===== src/rtl/pipeline_fetch.sv =====
// Instruction-fetch stage: owns the fetch PC, keeps one memory request in flight,
// and presents fetched words to decode through a registered slot backed by a 1-entry skid.
module pipeline_fetch #(
  parameter int                       ADDR_WIDTH = 64,
  parameter int                       DATA_WIDTH = 64,
  parameter logic [ADDR_WIDTH-1:0]    RESET_PC   = '0,
  parameter logic [DATA_WIDTH/2-1:0]  BUBBLE     = (DATA_WIDTH/2)'(32'd90)
) (
  input  logic                      clk,
  input  logic                      reset,
  input  logic                      redirect_valid,
  input  logic [ADDR_WIDTH-1:0]     redirect_pc,
  output logic                      imem_req_valid,
  input  logic                      imem_req_ready,
  output logic [ADDR_WIDTH-1:0]     imem_req_addr,
  input  logic                      imem_resp_valid,
  input  logic [DATA_WIDTH/2-1:0]   imem_resp_data,
  input  logic                      decode_ready,
  output logic [DATA_WIDTH/2-1:0]   instruction,
  output logic [ADDR_WIDTH-1:0]     instruction_pc
);

  localparam int IW = DATA_WIDTH / 2;

  typedef enum logic [1:0] {
    ST_RST   = 2'd0,
    ST_ISSUE = 2'd1,
    ST_WAIT  = 2'd2,
    ST_HOLD  = 2'd3
  } state_t;

  state_t                state, state_nx;
  logic [ADDR_WIDTH-1:0] fetch_pc, fetch_pc_nx;
  logic [ADDR_WIDTH-1:0] req_pc, req_pc_nx;
  logic                  drop, drop_nx;
  logic                  slot_valid, slot_valid_nx;
  logic [IW-1:0]         slot_instr, slot_instr_nx;
  logic [ADDR_WIDTH-1:0] slot_pc, slot_pc_nx;
  logic                  skid_valid, skid_valid_nx;
  logic [IW-1:0]         skid_instr, skid_instr_nx;
  logic [ADDR_WIDTH-1:0] skid_pc, skid_pc_nx;
  logic                  accept;
  logic                  load_resp;
  logic                  load_skid;

  // Request and slot outputs come straight from state registers.
  assign imem_req_valid = (state == ST_ISSUE);
  assign imem_req_addr  = fetch_pc;
  assign instruction    = slot_instr;
  assign instruction_pc = slot_pc;

  // Next-state, PC bookkeeping and slot/skid movement.
  always_comb begin
    state_nx      = state;
    fetch_pc_nx   = fetch_pc;
    req_pc_nx     = req_pc;
    drop_nx       = drop;
    slot_valid_nx = slot_valid;
    slot_instr_nx = slot_instr;
    slot_pc_nx    = slot_pc;
    skid_valid_nx = skid_valid;
    skid_instr_nx = skid_instr;
    skid_pc_nx    = skid_pc;
    load_resp     = 1'b0;
    load_skid     = 1'b0;
    accept        = (state == ST_ISSUE) && imem_req_ready;

    case (state)
      ST_RST: begin
        state_nx = ST_ISSUE;
      end
      ST_ISSUE: begin
        if (accept) begin
          req_pc_nx   = fetch_pc;
          fetch_pc_nx = fetch_pc + ADDR_WIDTH'(3'd4);
          state_nx    = ST_WAIT;
        end else begin
          state_nx = ST_ISSUE;
        end
      end
      ST_WAIT: begin
        if (!imem_resp_valid) begin
          state_nx = ST_WAIT;
        end else if (drop) begin
          drop_nx  = 1'b0;
          state_nx = ST_ISSUE;
        end else if (!slot_valid || decode_ready) begin
          load_resp = 1'b1;
          state_nx  = ST_ISSUE;
        end else begin
          skid_valid_nx = 1'b1;
          skid_instr_nx = imem_resp_data;
          skid_pc_nx    = req_pc;
          state_nx      = ST_HOLD;
        end
      end
      ST_HOLD: begin
        if (decode_ready) begin
          load_skid     = 1'b1;
          skid_valid_nx = 1'b0;
          state_nx      = ST_ISSUE;
        end else begin
          state_nx = ST_HOLD;
        end
      end
      default: begin
        state_nx = ST_RST;
      end
    endcase

    // An empty slot always reads as BUBBLE/0 so the outputs need no extra muxing.
    if (load_resp) begin
      slot_valid_nx = 1'b1;
      slot_instr_nx = imem_resp_data;
      slot_pc_nx    = req_pc;
    end else if (load_skid) begin
      slot_valid_nx = 1'b1;
      slot_instr_nx = skid_instr;
      slot_pc_nx    = skid_pc;
    end else if (decode_ready) begin
      slot_valid_nx = 1'b0;
      slot_instr_nx = BUBBLE;
      slot_pc_nx    = '0;
    end else begin
      slot_valid_nx = slot_valid;
    end

    // Redirect overrides everything above; an already-accepted request becomes stale.
    if (redirect_valid && (state != ST_RST)) begin
      fetch_pc_nx   = {redirect_pc[ADDR_WIDTH-1:2], 2'b00};
      slot_valid_nx = 1'b0;
      slot_instr_nx = BUBBLE;
      slot_pc_nx    = '0;
      skid_valid_nx = 1'b0;
      case (state)
        ST_ISSUE: begin
          if (accept) begin
            drop_nx  = 1'b1;
            state_nx = ST_WAIT;
          end else begin
            state_nx = ST_ISSUE;
          end
        end
        ST_WAIT: begin
          if (imem_resp_valid) begin
            drop_nx  = 1'b0;
            state_nx = ST_ISSUE;
          end else begin
            drop_nx  = 1'b1;
            state_nx = ST_WAIT;
          end
        end
        ST_HOLD: begin
          state_nx = ST_ISSUE;
        end
        default: begin
          state_nx = ST_ISSUE;
        end
      endcase
    end else begin
      drop_nx = drop_nx;
    end
  end

  // State and datapath registers.
  always_ff @(posedge clk or posedge reset) begin
    if (reset) begin
      state      <= ST_RST;
      fetch_pc   <= RESET_PC;
      req_pc     <= '0;
      drop       <= 1'b0;
      slot_valid <= 1'b0;
      slot_instr <= BUBBLE;
      slot_pc    <= '0;
      skid_valid <= 1'b0;
      skid_instr <= '0;
      skid_pc    <= '0;
    end else begin
      state      <= state_nx;
      fetch_pc   <= fetch_pc_nx;
      req_pc     <= req_pc_nx;
      drop       <= drop_nx;
      slot_valid <= slot_valid_nx;
      slot_instr <= slot_instr_nx;
      slot_pc    <= slot_pc_nx;
      skid_valid <= skid_valid_nx;
      skid_instr <= skid_instr_nx;
      skid_pc    <= skid_pc_nx;
    end
  end

endmodule


===== config.mk =====
export PLATFORM = sky130hd
export DESIGN_NAME = pipeline_fetch
export DESIGN_NICKNAME = d
export VERILOG_FILES = /design/src/rtl/pipeline_fetch.sv
export SDC_FILE = /design/constraint.sdc
export NUM_CORES = 1
export LEC_CHECK = 0
export CAP_MARGIN = 20
export CORE_MARGIN = 2
export CORE_UTILIZATION = 58
export CTS_BUF_LIST = sky130_fd_sc_hd__clkbuf_4 sky130_fd_sc_hd__clkbuf_8
export DETAILED_ROUTE_END_ITERATION = 16
export GPL_TIMING_DRIVEN = 0
export MAX_ROUTING_LAYER = met4
export PLACE_DENSITY = 0.95
export SLEW_MARGIN = 20
export SYNTH_ARGS = -nofsm -noshare
export SYNTH_HDL_FRONTEND = slang
export SYNTH_SLANG_ARGS = --single-unit

===== constraint.sdc =====
create_clock -name clk -period 21.8 [get_ports clk]
set_input_delay 4.36 -clock clk [delete_from_list [all_inputs] [get_ports clk]]
set_output_delay 4.36 -clock clk [all_outputs]
set_load 0.005 [all_outputs]

======== Yosys cells after proc, flatten, opt, wreduce, memory -nomap -nowiden ========
Cells that the tools add are included.
storage, ports and cells
  flip-flop bits (word level) ............. 324
  logic and storage cells ................. 63
  bits of input ports ..................... 102
  output and inout port bits .............. 161
cells by class
  bitwise logic cells ..................... 2
  mux-type cells .......................... 36
  equal/unequal tests ..................... 3
  add/sub/neg operators ................... 1
  reduce and logical (&&, ||, !) cells .... 12
operators by type and width
  cell                                           count
  2-to-1 mux 64 bit                              7
  2-to-1 mux 32 bit                              4
  adder 64 x 3 -> 64 bit, second input constant  1
  2-to-1 mux 1 bit                               15
  2-to-1 mux 2 bit                               7
  case mux 2 bit (4 select lines)                1
  nonzero test 2 bit                             3
  == test 2 bit, second input constant           2
  case mux 2 bit (2 select lines)                1
  AND reduction 2 bit                            2
  AND reduction 4 bit                            1
  nonzero test 4 bit                             1
  == test 2 x 1 -> 1 bit, second input constant  1
  logical AND 1 bit                              2
  zero test 2 bit                                1
  inverter 1 bit                                 2
  case mux 1 bit (2 select lines)                1
  zero test 1 bit                                1
  logical OR 1 bit                               1

======== Logic depth before layout (Yosys ltp) ========
  depth in word-level cells ............... 8
  gate-level depth with buffers ........... 9
  depth with buffers taken out ............ 7

======== Worst setup path before layout ========
OpenSTA, ideal clock, no wires.
  kind .................................... input-to-reg
  start point ............................. input imem_req_ready
  end point ............................... register fetch_pc[42], in the netlist imem_req_addr[42]
  arrival time ............................ 5.982 ns
  slack ................................... 15.736 ns
  setup time .............................. 0.082 ns
  data required time ...................... 21.718 ns
  buffers on the path ..................... 1
  stages .................................. 6
  cells stage by stage .................... nand4_1 > or4_1 > buf_2 > or3_4 > or4_1 > a31oi_1
between the ends
  cells in the longest elaborated chain, start to end .. 3
ends and longest elaborated chain
  item                                  line  text
  start: declaration                    14    input logic imem_req_ready,
  logical AND 1 bit                     66    accept = (state == ST_ISSUE) && imem_req_ready;
  nonzero test 2 bit (no source line)   n/a
  AND reduction 2 bit (no source line)  n/a
  end signal: assignment                180   fetch_pc <= fetch_pc_nx;
  end: declaration                      33    logic [ADDR_WIDTH-1:0] fetch_pc, fetch_pc_nx;
Every way passes these cells.
A chain may end at the register's enable or synchronous reset.

======== Worst setup path after layout ========
  start point ............................. input decode_ready
  end point ............................... register skid_pc[47]
between the ends
  cells in the longest elaborated chain, start to end .. 3
ends and longest elaborated chain
  item                                  line  text
  start: declaration                    18    input logic decode_ready,
  logical OR 1 bit                      87    end else if (!slot_valid || decode_ready) begin
  inverter 1 bit (no source line)       n/a
  AND reduction 4 bit (no source line)  n/a
  end signal: assignment                188   skid_pc <= skid_pc_nx;
  end: declaration                      41    logic [ADDR_WIDTH-1:0] skid_pc, skid_pc_nx;
Every way passes these cells.

==> summary.txt <==
Clock network
  • CTS H-Tree Depth: 2
  • CTS tree: built
  • Clk Latency, worst-skew pair: approximately 580 ps
  • TritonCTS Buffers: 49
  • Max Root-Sink Buffers: 3
  • Root Buffer: clkbuf_8
  • Post-cts sizing count: 0
  • Setup Fix Bufs, Post-CTS: 0
  • CTS Hold Buffers Added: 0
  • CTS Sinks: 317
  • CTS clk-pin slew, worst paths: ~60 ps

Global routing
  • Grt total ovfl: 0
  • Initial antenna violation count: 2
  • Pin count of the biggest net entering global routing: 92
  • Number of global-route vias before repair: approximately 13000
  • First-pass GRT wire length: between 60000 and 70000 um
  • GRT Total Usage: 0.352

Placed design
  • RD Place Congestion: ~0.9
  • HPWL Detailed: 30000 um
  • I/O Buffers: about 260

Yosys
  • XOR/XNOR share of the synthesized area: 0.0224
  • Share of flip-flops with an asynchronous set or reset: 1.00
  • Yosys top cell area share: 0.557
  • #FFs+latches synth: approximately 320
  • Syn avg cell area: 10.3 sq um
  • Post-synthesis adder-cell area fraction: 0.00445
  • YS warnings: 0
  • Number of synthesized flops with an enable pin: 0
  • Post-synthesis compound-gate area fraction: 0.0763
  • Synth Cell Area: 0.0141 sq mm
  • Post-synth top area cell: dfrtp_1
  • Multiplexer share of the synthesized area: 0.139
  • Top_reg_cell synth: dfrtp_1
  • Largest family of logic cells by synthesized area: simple AND/OR/NAND/NOR gates
  • Area contributors post-synth: dfrtp_1 56%, nand2_1 9.2%, mux2_2 7.5%, mux2i_1 6.3%, o21ai_0 5.0%
  • Post-synthesis simple-gate area fraction: 0.167
  • Sequential share of the synthesized area: 0.565
  • Post-synthesis cell type count: 47
  • Mapped Cells: ~1400

Setup path
  • Crit path DAT: 7510 ps
  • Most used cell, CP: clkbuf_1
  • WS Path Type: input port to flop
  • Crit-path cells: clkdlybuf4s50_1 > nand2b_1 > nor3_1 > clkbuf_1 > clkbuf_1 > mux2_2
  • Startpoint class of the critical path: input port
  • Peak per-stage delay on the critical path: a little under 700 ps
  • Critical Path RT: roughly 22000 ps
  • Worst Path Max Fanout: 10
  • CP max-delay cell: nor3_1
  • Crit end category: flop

Timing
  • Minimum clock period: 7070 ps
  • Final hold slack: 482 ps
  • Slew headroom: 0.295
  • Least-Margin Pin Slew: ~1000 ps
  • Final Hold Vio Count: 0
  • Max Clock Skew: between 20 and 30 ps
  • Final setup fails: 0
  • Fin crit share: 0.324
  • Slew Limit Fails: 0
  • RSZ-0062 raised after global routing: false
  • Final TNS setup: 0 ps
  • Highest clock rate: ~0.14 GHz

Floorplan
  • FP Rows: 56
  • Die Height: ~160 um
  • Num ports: roughly 260
  • Die area: 0.0255 sq mm
  • Core area: about 0.024 sq mm
  • Starting Density: 0.595
  • Die width: around 160 um

Finish
  • Most frequent cells in the layout: 345 x nand2_1, 313 x dfrtp_1, 258 x clkdlybuf4s50_1, 140 x o21ai_0, 94 x mux2_2
  • Multi-input logic area: between 0.005 and 0.006 sq mm
  • Fillers: 1403
  • Layout area overhead: 30.0%
  • Fin nets: roughly 1800
  • Sequential cell area: 0.00794 sq mm
  • Share of cells above drive strength 1: 0.123
  • Most common cell after layout, fill and taps aside: nand2_1

Route
  • Routed vias/inst: slightly above 6
  • Antenna viol nets, final: 0
  • WL/cell: around 22 um
  • Pre-Repair DR Iteration Count: 6
  • Via count: roughly 12000
  • DRT iter0 DRCs: around 1300
  • DRC violations left: 0
  • Final wirelength: 43800 um

Power
  • Pwr Density: about 110 mW/mm^2
  • Peak supply drop: about 0.000060 V
  • P_leak: roughly 7.9 nW

Min path
  • Hold WC Path Type: flop to flop

Status
  • Status: finished, final reports clean

Job
  • Max-cap viol count: 0
-- layout make-up --
type	instances	area share
inverters	10	0.00246
plain buffers	81	0.0182
well taps	319	0.0218
diodes	2	0.000274
clock buffers	83	0.0574
flip-flops and latches	317	0.434
multi-input cells	952	0.315
clock inverters	7	0.00404
repair buffers	262	0.146
-- metal layers --
layer | wire length, um | share of wire | GRT usage
met5 | 0 | 0 | -
met4 | 2260 | 0.052 | 0.176
met3 | 3470 | 0.079 | 0.0587
met2 | 21400 | 0.49 | 0.570
met1 | 16600 | 0.38 | 0.430
-- cells in the mapped netlist (15+ instances only) --
cell type  number
or3_1          16
nand4_1        38
xor2_1         23
nor3_1         15
nor2_1         45
nand3_1        20
nand2_1       345
mux2_2         94
o21ai_0       140
a31oi_1        29
dfrtp_1       313
mux2i_1        89
clkbuf_1       66
-- worst max-delay path: cells and delay by family --
kind / cells / cell delay (ps)
buf+inv: 3 / 1790
mux: 1 / 420
simple gates: 2 / 940
-- logic make-up (layout without fill, tap and decap cells) --
logic type / count (synthesis) / count (layout)
multiplexers: 183 / 183
buffers and inverters: 91 / 443
flip-flops: 317 / 317
AND/OR/NAND/NOR: 530 / 530
other: 1 / 4
XOR/XNOR: 36 / 36
AO/OA/AOI/OAI: 196 / 196
adder cells (fa/ha/maj): 5 / 5
-- through the flow --
step                 util  total power (W)  instances  instance area [sq um]  worst slack, ps
global placement    0.722          0.00136       1937                  17000             5340
global route        0.774          0.00207       2033                  18300            14650
detailed placement  0.726          0.00140       1941                  17200            14220
CTS                 0.774          0.00197       2031                  18300            14770
finish              0.774          0.00198       2033                  18300            14730
floorplan               -          0.00112       1360                  14100             8680
-- report_power, final --
part           total (W)  switching [W]  leakage (nW)  internal, W
clock           0.000552       0.000237         0.586     0.000315
combinational   0.000537       0.000293          3.10     0.000243
sequential      0.000887       0.000161          4.16     0.000726
total            0.00198       0.000692          7.85      0.00128
-- registers in the layout, summed over array words and instances (netlist names) --
signal / count
skid_instr: 32
drop: 1
slot_valid: 1
imem_req_addr: 62
skid_pc: 62
instruction: 32
req_pc: 62
state: 2
instruction_pc: 63
-- path summary, 6_finish.rpt --
path                                          from  cells after the start                 end  slack [ps]
min in group asynchronous                    reset                      2      instruction[7]        4240
worst max register to register            state[1]                      8   imem_req_addr[56]       18340
worst min-delay path            instruction_pc[21]                      2  instruction_pc[21]         480
worst max-delay path                  decode_ready                      6         skid_pc[47]       14730
worst min register to register  instruction_pc[21]                      2  instruction_pc[21]         480
max in group asynchronous                    reset                      3   imem_req_addr[23]       16740
(Power assumes the default switching activity.)
